$ cat src/rtl/aes_run_sched.sv
// Command sequencer for the aeses_lite core: optional key schedule, then a burst of
// triggered encryptions with each result returned over a valid/ready port.
module aes_run_sched #(
    parameter int AES_KW    = 256,
    parameter int AES_DW    = 128,
    parameter int CNT_BIT   = 16,
    parameter int TRIG_LEAD = 4,
    parameter int TIMEOUT   = 1023
) (
    input  logic                 clk,
    input  logic                 rst_n,
    input  logic                 cmd_valid_i,
    output logic                 cmd_ready_o,
    input  logic                 cmd_new_key_i,
    input  logic                 cmd_chain_i,
    input  logic [0:AES_KW-1]    cmd_key_i,
    input  logic [AES_DW-1:0]    cmd_blk_i,
    input  logic [CNT_BIT-1:0]   cmd_repeat_i,
    input  logic                 abort_i,
    output logic [0:AES_KW-1]    aes_key_o,
    output logic [AES_DW-1:0]    aes_blk_o,
    output logic                 aes_sched_o,
    output logic                 aes_enable_o,
    input  logic [AES_DW-1:0]    aes_result_i,
    input  logic                 aes_valid_i,
    input  logic                 aes_ready_i,
    output logic                 res_valid_o,
    input  logic                 res_ready_i,
    output logic [AES_DW-1:0]    res_data_o,
    output logic                 res_last_o,
    output logic                 trigger_o,
    output logic                 busy_o,
    output logic                 err_o,
    output logic [CNT_BIT-1:0]   done_cnt_o
);

    typedef enum logic [2:0] {IDLE, KSCHED, KWAIT, PRE, FIRE, WAIT, OUT} state_t;

    localparam int WD_W = $clog2(TIMEOUT + 1);

    state_t               state_reg;
    logic [7:0]           lead_reg;
    logic [WD_W-1:0]      wd_reg;
    logic [AES_DW-1:0]    blk_orig_reg;
    logic [CNT_BIT-1:0]   rep_reg;
    logic                 chain_reg;

    logic                 cmd_fire;
    logic                 stalled;
    logic                 wd_hit;
    logic                 lead_done;
    logic [CNT_BIT-1:0]   done_plus;

    assign cmd_fire  = cmd_valid_i && cmd_ready_o && !abort_i;
    assign wd_hit    = (wd_reg == WD_W'(TIMEOUT - 1));
    assign lead_done = (lead_reg == 8'(TRIG_LEAD - 1));
    assign done_plus = done_cnt_o + CNT_BIT'(1);
    assign busy_o    = (state_reg != IDLE);

    // Cycles that count towards the watchdog: waiting on core ready, or on the result.
    always_comb begin
        stalled = 1'b0;
        case (state_reg)
            KSCHED, KWAIT, PRE: stalled = !aes_ready_i;
            WAIT:               stalled = !aes_valid_i;
            default:            stalled = 1'b0;
        endcase
    end

    always_ff @(posedge clk or negedge rst_n) begin
        if (!rst_n) begin
            state_reg    <= IDLE;
            lead_reg     <= '0;
            wd_reg       <= '0;
            blk_orig_reg <= '0;
            rep_reg      <= '0;
            chain_reg    <= 1'b0;
            cmd_ready_o  <= 1'b1;
            aes_key_o    <= '0;
            aes_blk_o    <= '0;
            aes_sched_o  <= 1'b0;
            aes_enable_o <= 1'b0;
            res_valid_o  <= 1'b0;
            res_data_o   <= '0;
            res_last_o   <= 1'b0;
            trigger_o    <= 1'b0;
            err_o        <= 1'b0;
            done_cnt_o   <= '0;
        end else begin
            aes_sched_o  <= 1'b0;
            aes_enable_o <= 1'b0;
            if (abort_i && state_reg != IDLE) begin
                state_reg   <= IDLE;
                trigger_o   <= 1'b0;
                res_valid_o <= 1'b0;
                res_last_o  <= 1'b0;
                cmd_ready_o <= 1'b1;
                wd_reg      <= '0;
            end else if (stalled && wd_hit) begin
                state_reg   <= IDLE;
                err_o       <= 1'b1;
                trigger_o   <= 1'b0;
                cmd_ready_o <= 1'b1;
                wd_reg      <= '0;
            end else begin
                if (stalled) begin
                    wd_reg <= wd_reg + WD_W'(1);
                end
                case (state_reg)
                    IDLE: begin
                        if (cmd_fire) begin
                            aes_key_o    <= cmd_key_i;
                            aes_blk_o    <= cmd_blk_i;
                            blk_orig_reg <= cmd_blk_i;
                            rep_reg      <= (cmd_repeat_i == '0) ? CNT_BIT'(1) : cmd_repeat_i;
                            chain_reg    <= cmd_chain_i;
                            done_cnt_o   <= '0;
                            err_o        <= 1'b0;
                            cmd_ready_o  <= 1'b0;
                            lead_reg     <= '0;
                            wd_reg       <= '0;
                            if (cmd_new_key_i) begin
                                state_reg <= KSCHED;
                            end else begin
                                state_reg <= PRE;
                                trigger_o <= 1'b1;
                            end
                        end
                    end
                    KSCHED: begin
                        // The pulse is held in this state so KWAIT only starts once the core has seen it.
                        if (aes_sched_o) begin
                            state_reg <= KWAIT;
                            wd_reg    <= '0;
                        end else if (aes_ready_i) begin
                            aes_sched_o <= 1'b1;
                        end
                    end
                    KWAIT: begin
                        if (aes_ready_i) begin
                            state_reg <= PRE;
                            trigger_o <= 1'b1;
                            lead_reg  <= '0;
                            wd_reg    <= '0;
                        end
                    end
                    PRE: begin
                        if (aes_ready_i) begin
                            if (lead_done) begin
                                state_reg    <= FIRE;
                                aes_enable_o <= 1'b1;
                                wd_reg       <= '0;
                            end else begin
                                lead_reg <= lead_reg + 8'd1;
                            end
                        end
                    end
                    FIRE: begin
                        state_reg <= WAIT;
                        wd_reg    <= '0;
                    end
                    WAIT: begin
                        if (aes_valid_i) begin
                            res_data_o  <= aes_result_i;
                            res_valid_o <= 1'b1;
                            res_last_o  <= (done_plus == rep_reg);
                            trigger_o   <= 1'b0;
                            state_reg   <= OUT;
                            wd_reg      <= '0;
                        end
                    end
                    OUT: begin
                        if (res_ready_i) begin
                            res_valid_o <= 1'b0;
                            res_last_o  <= 1'b0;
                            done_cnt_o  <= (&done_cnt_o) ? done_cnt_o : done_plus;
                            if (res_last_o) begin
                                state_reg   <= IDLE;
                                cmd_ready_o <= 1'b1;
                            end else begin
                                state_reg <= PRE;
                                trigger_o <= 1'b1;
                                lead_reg  <= '0;
                                aes_blk_o <= chain_reg ? res_data_o : blk_orig_reg;
                            end
                        end
                    end
                    default: begin
                        state_reg   <= IDLE;
                        cmd_ready_o <= 1'b1;
                    end
                endcase
            end
        end
    end

endmodule
$ cat config.mk
export PLATFORM = sky130hd
export DESIGN_NAME = aes_run_sched
export DESIGN_NICKNAME = d
export VERILOG_FILES = /design/src/rtl/aes_run_sched.sv
export SDC_FILE = /design/constraint.sdc
export NUM_CORES = 1
export LEC_CHECK = 0
export CORE_AREA = 2 2 412 414
export DETAILED_ROUTE_END_ITERATION = 6
export DIE_AREA = 0 0 414 416
export SLEW_MARGIN = 20
export SYNTH_ARGS = -nofsm -noshare
export SYNTH_HDL_FRONTEND = slang
export SYNTH_SLANG_ARGS = --single-unit
$ cat constraint.sdc
create_clock -name clk -period 6.37 [get_ports clk]
set_input_delay 1.274 -clock clk [delete_from_list [all_inputs] [get_ports clk]]
set_output_delay 1.274 -clock clk [all_outputs]
set_load 0.05 [all_outputs]
==> run_summary.xml <==
<?xml version="1.0" encoding="UTF-8"?>
<metrics>
  <group name="status">
    <metric name="outcome" unit="">finished, final reports clean</metric>
  </group>
  <group name="placed_design">
    <metric name="detailedPlacementHpwl" unit="um">103600</metric>
    <metric name="finalWeightedCongestion" unit="">0.9011</metric>
    <metric name="io_port_bufs" unit="">1072</metric>
    <metric name="dp_cells" unit="">6301</metric>
  </group>
  <group name="sta">
    <metric name="tightest_slew" unit="ns">1.106</metric>
    <metric name="finalWorstPathRequiredPeriod" unit="ns">4.039</metric>
    <metric name="finClkSkew" unit="ns">0.01828</metric>
    <metric name="grt_setup_unrepaired" unit="">false</metric>
    <metric name="final_min_period_over_clock_period" unit="">0.6340</metric>
    <metric name="hold_viol" unit="">0</metric>
    <metric name="total_neg_setup_slack" unit="ns">0</metric>
    <metric name="drv_slew" unit="">0</metric>
    <metric name="max_clock_freq" unit="GHz">0.2476</metric>
    <metric name="timing.max_slew.rel_slack" unit="">0.2628</metric>
    <metric name="report.final.setup_viol" unit="">0</metric>
  </group>
  <group name="synthesis">
    <metric name="postSynth.asyncResetShare" unit="">1.000</metric>
    <metric name="synth-edff-count" unit="">0</metric>
    <metric name="netlist.top_cell.by_area" unit="">sky130_fd_sc_hd__dfrtp_1</metric>
    <metric name="synth.distinct_cells" unit="">57</metric>
    <metric name="syn-mean-instance-area" unit="sq um">9.349</metric>
    <metric name="yosys.area.top_type_share" unit="">0.5916</metric>
    <metric name="postSynthCellCount" unit="">3167</metric>
    <metric name="yosysWarnings" unit="">0</metric>
    <metric name="synth-seq-cells" unit="">701</metric>
    <metric name="netlist_top_cells_area" unit="">sky130_fd_sc_hd__dfrtp_1 (59%), sky130_fd_sc_hd__nand2_1 (17%), sky130_fd_sc_hd__mux2_2 (4.9%)</metric>
    <metric name="synth_sequential_area_ratio" unit="">0.5925</metric>
    <metric name="mappedNetlistArea" unit="sq um">29610</metric>
    <metric name="ys.flop_type" unit="">sky130_fd_sc_hd__dfrtp_1</metric>
    <metric name="mappedNetlistNets" unit="">3708</metric>
  </group>
  <group name="hold_path">
    <metric name="timing.hold.worst_path_depth" unit="">2</metric>
    <metric name="worstHoldStart" unit="">blk_orig_reg[107]</metric>
    <metric name="hold_class" unit="">register to register</metric>
    <metric name="worst_hold_path.endpoint" unit="">blk_orig_reg[107]</metric>
  </group>
  <group name="global_routing">
    <metric name="first_global_vias" unit="">25992</metric>
    <metric name="grt_max_degree" unit="">149</metric>
    <metric name="grt_overflow_total" unit="">0</metric>
    <metric name="gr-usage-all-layers" unit="">0.1550</metric>
    <metric name="grt_first_pass_wirelength" unit="um">194000</metric>
    <metric name="number_of_antenna_violations_at_the_first_check_in_global_routing" unit="">47</metric>
  </group>
  <group name="clocking">
    <metric name="clock_tree_from_tritoncts" unit="">built</metric>
    <metric name="hold_buffers" unit="">0</metric>
    <metric name="tritoncts.num_buffers" unit="">90</metric>
    <metric name="cts.sink_count" unit="">701</metric>
    <metric name="buffers_inserted_by_post_cts_timing_repair" unit="">0</metric>
    <metric name="clock_latency" unit="ns">0.71</metric>
    <metric name="clk_pin_slew_worst_paths" unit="ns">0.06</metric>
    <metric name="clock_tree.buffer_depth" unit="">3</metric>
    <metric name="cts_resized" unit="">0</metric>
    <metric name="clock_tree.root_cell" unit="">sky130_fd_sc_hd__clkbuf_16</metric>
    <metric name="htree_num_levels" unit="">3</metric>
  </group>
  <group name="setup_path">
    <metric name="worst-setup-path-type" unit="">register to output pin</metric>
    <metric name="element_type_at_the_critical_path_start" unit="">register</metric>
    <metric name="worst-endpoint-arrival" unit="ns">2.76</metric>
    <metric name="timing.critical_path.required" unit="ns">5.10</metric>
    <metric name="crit_path_max_fanout" unit="">24</metric>
    <metric name="r2r_slack" unit="ns">2.85</metric>
    <metric name="worstRegToRegCells" unit="">6</metric>
    <metric name="timing.critical_path.to_type" unit="">output pin</metric>
    <metric name="reg2reg_to" unit="">aes_blk_o[44]</metric>
    <metric name="r2r_start" unit="">state_reg[1]</metric>
  </group>
  <group name="routing">
    <metric name="route.final.wire_length" unit="um">137700</metric>
    <metric name="post_drt_wl_per_cell" unit="um">21.25</metric>
    <metric name="number_of_design_rule_violations_left_after_detail_routing" unit="">0</metric>
    <metric name="post_drt_via_cell_ratio" unit="">4.059</metric>
    <metric name="antenna_violating_nets_post_route" unit="">0</metric>
    <metric name="tritonroute_pass_1_iters" unit="">5</metric>
    <metric name="num_vias" unit="">26303</metric>
    <metric name="drt_iter0_drc" unit="">1699</metric>
  </group>
  <group name="pwr">
    <metric name="p_leak" unit="uW">0.02063</metric>
    <metric name="internal_power" unit="uW">12780</metric>
    <metric name="total_power" unit="uW">24090</metric>
    <metric name="power.share.sequential" unit="">0.305</metric>
    <metric name="comb_power_share" unit="">0.482</metric>
    <metric name="sw_frac_of_total" unit="">0.4696</metric>
    <metric name="p_clk_frac" unit="">0.213</metric>
    <metric name="peakVddDrop" unit="V">0.0002978</metric>
    <metric name="netSwitchingPower" unit="uW">11310</metric>
    <metric name="power_density" unit="nW/um^2">526.1</metric>
  </group>
  <group name="floorplanning">
    <metric name="die_area" unit="sq um">172200</metric>
    <metric name="die_width" unit="um">414</metric>
    <metric name="die_y" unit="um">416</metric>
    <metric name="io_pins" unit="">1073</metric>
    <metric name="rows" unit="">151</metric>
    <metric name="initial_core_utilization" unit="">0.1761</metric>
    <metric name="floorplan.core_area" unit="sq um">168100</metric>
  </group>
  <group name="final_layout">
    <metric name="final.fill_count" unit="">17889</metric>
    <metric name="max_ffs_per_register" unit="">256</metric>
    <metric name="post-route-util" unit="">0.2723</metric>
    <metric name="finish.net_count" unit="">4716</metric>
    <metric name="drive_above_1_share" unit="">0.07417</metric>
    <metric name="area_delta_synth_final" unit="%">54.63</metric>
    <metric name="top_register" unit="">aes_key_o</metric>
    <metric name="stdcell_count" unit="">6480</metric>
  </group>
  <group name="run">
    <metric name="max_cap_viol_count" unit="">0</metric>
  </group>
</metrics>
==> critical path: stages (launching register included) <==
cell and delay (ns):
sky130_fd_sc_hd__dfrtp_1 0.85, sky130_fd_sc_hd__nor3_4 0.15, sky130_fd_sc_hd__inv_2 0.18, sky130_fd_sc_hd__clkdlybuf4s50_1 0.89
==> final cells by class <==
| class | count | area [sq um] | share of cell area |
|---|---|---|---|
| antenna | 15 | 37.54 | 0.0008198 |
| tap | 2218 | 2775 | 0.06061 |
| sequential | 701 | 17550 | 0.3832 |
| inverter | 6 | 22.52 | 0.0004919 |
| multi-input combinational | 2269 | 11330 | 0.2474 |
| timing repair buffer | 1107 | 11160 | 0.2437 |
| clock inverter | 25 | 267.8 | 0.005848 |
| clock buffer | 139 | 2649 | 0.05785 |
==> metal layers <==
metal,global-route usage,share of wire,vias up
met5,0,0.0017,-
met4,0.05004,0.026,38
met3,0.04881,0.078,193
met2,0.2577,0.48,836
met1,0.1900,0.41,12924
li1,-,-,12312
==> layout by cell type, fill, tap and decap left out, types with 12 or more instances in the layout <==
| cell type | instances |
|---|---|
| sky130_fd_sc_hd__mux2_2 | 128 |
| sky130_fd_sc_hd__mux2i_1 | 128 |
| sky130_fd_sc_hd__buf_12 | 13 |
| sky130_fd_sc_hd__diode_2 | 15 |
| sky130_fd_sc_hd__nand4_1 | 13 |
| sky130_fd_sc_hd__a21oi_1 | 140 |
| sky130_fd_sc_hd__clkdlybuf4s50_1 | 1070 |
| sky130_fd_sc_hd__buf_4 | 23 |
| sky130_fd_sc_hd__xor2_1 | 15 |
| sky130_fd_sc_hd__clkbuf_8 | 17 |
| sky130_fd_sc_hd__nand3_1 | 16 |
| sky130_fd_sc_hd__o31ai_1 | 12 |
| sky130_fd_sc_hd__nor2_1 | 170 |
| sky130_fd_sc_hd__nand2_1 | 1360 |
| sky130_fd_sc_hd__o21ai_0 | 170 |
| sky130_fd_sc_hd__xnor2_1 | 17 |
| sky130_fd_sc_hd__dfrtp_1 | 699 |
| sky130_fd_sc_hd__clkbuf_1 | 30 |
| sky130_fd_sc_hd__clkbuf_16 | 92 |
==> power groups by stage <==
stage,Sequential (uW),Combinational (uW),Clock [uW]
2_1_floorplan,11500,2840,0
3_3_place_gp,7360,11700,0
3_5_place_dp,7390,11700,0
4_1_cts,7350,11800,5320
5_1_grt,7560,12300,5480
6_report,7350,11600,5130
==> how the worst max path moves through the flow <==
stage,depth (start not counted),from,end,slack (ns)
final,3,state_reg[1],busy_o,2.33
after global routing,3,state_reg[1],busy_o,2.17
after CTS,3,state_reg[1],busy_o,2.26
after detailed placement,7,abort_i,aes_blk_o[58],1.92
after global placement,7,abort_i,aes_blk_o[62],1.99
after floorplan,8,aes_ready_i,lead_reg[7],3.43
==> logic make-up after synthesis <==
family | after synthesis | synth area share
fa+ha+maj | 4 | 0.001690
simple gates | 1622 | 0.2139
mux | 256 | 0.09195
xor+xnor | 32 | 0.009465
flops | 701 | 0.5925
buf+inv | 197 | 0.02616
compound gates | 355 | 0.06440
==> per-stage QoR <==
step	area [sq um]	hold WS, ns	setup slack (ns)
floorplan	29610	0.4450	3.434
global placement	42820	0.4558	1.992
detailed placement	42820	0.4611	1.923
CTS	45740	0.4736	2.255
global route	45760	0.4908	2.172
finish	45790	0.4686	2.331
==> synth_stat cells, drive strengths merged, types with 2 or more instances <==
cell type and number:
nand2 1363, dfrtp 700, o21ai 172, nor2 171, clkbuf 156, a21oi 140, mux2 128, mux2i 128
buf 35, xnor2 17, nand3 16, xor2 15, nand4 13, o31ai 13, nand2b 8, nor3 8
nor3b 8, and3 6, and4 6, inv 6, a31oi 5, nor2b 5, nor4 5, ha 4
and2 3, nand3b 3, o211ai 3, o22ai 3, o41ai 3, a22o 2, a31o 2, a41oi 2
or4 2
Note: power is estimated with default switching activity, not from simulation.
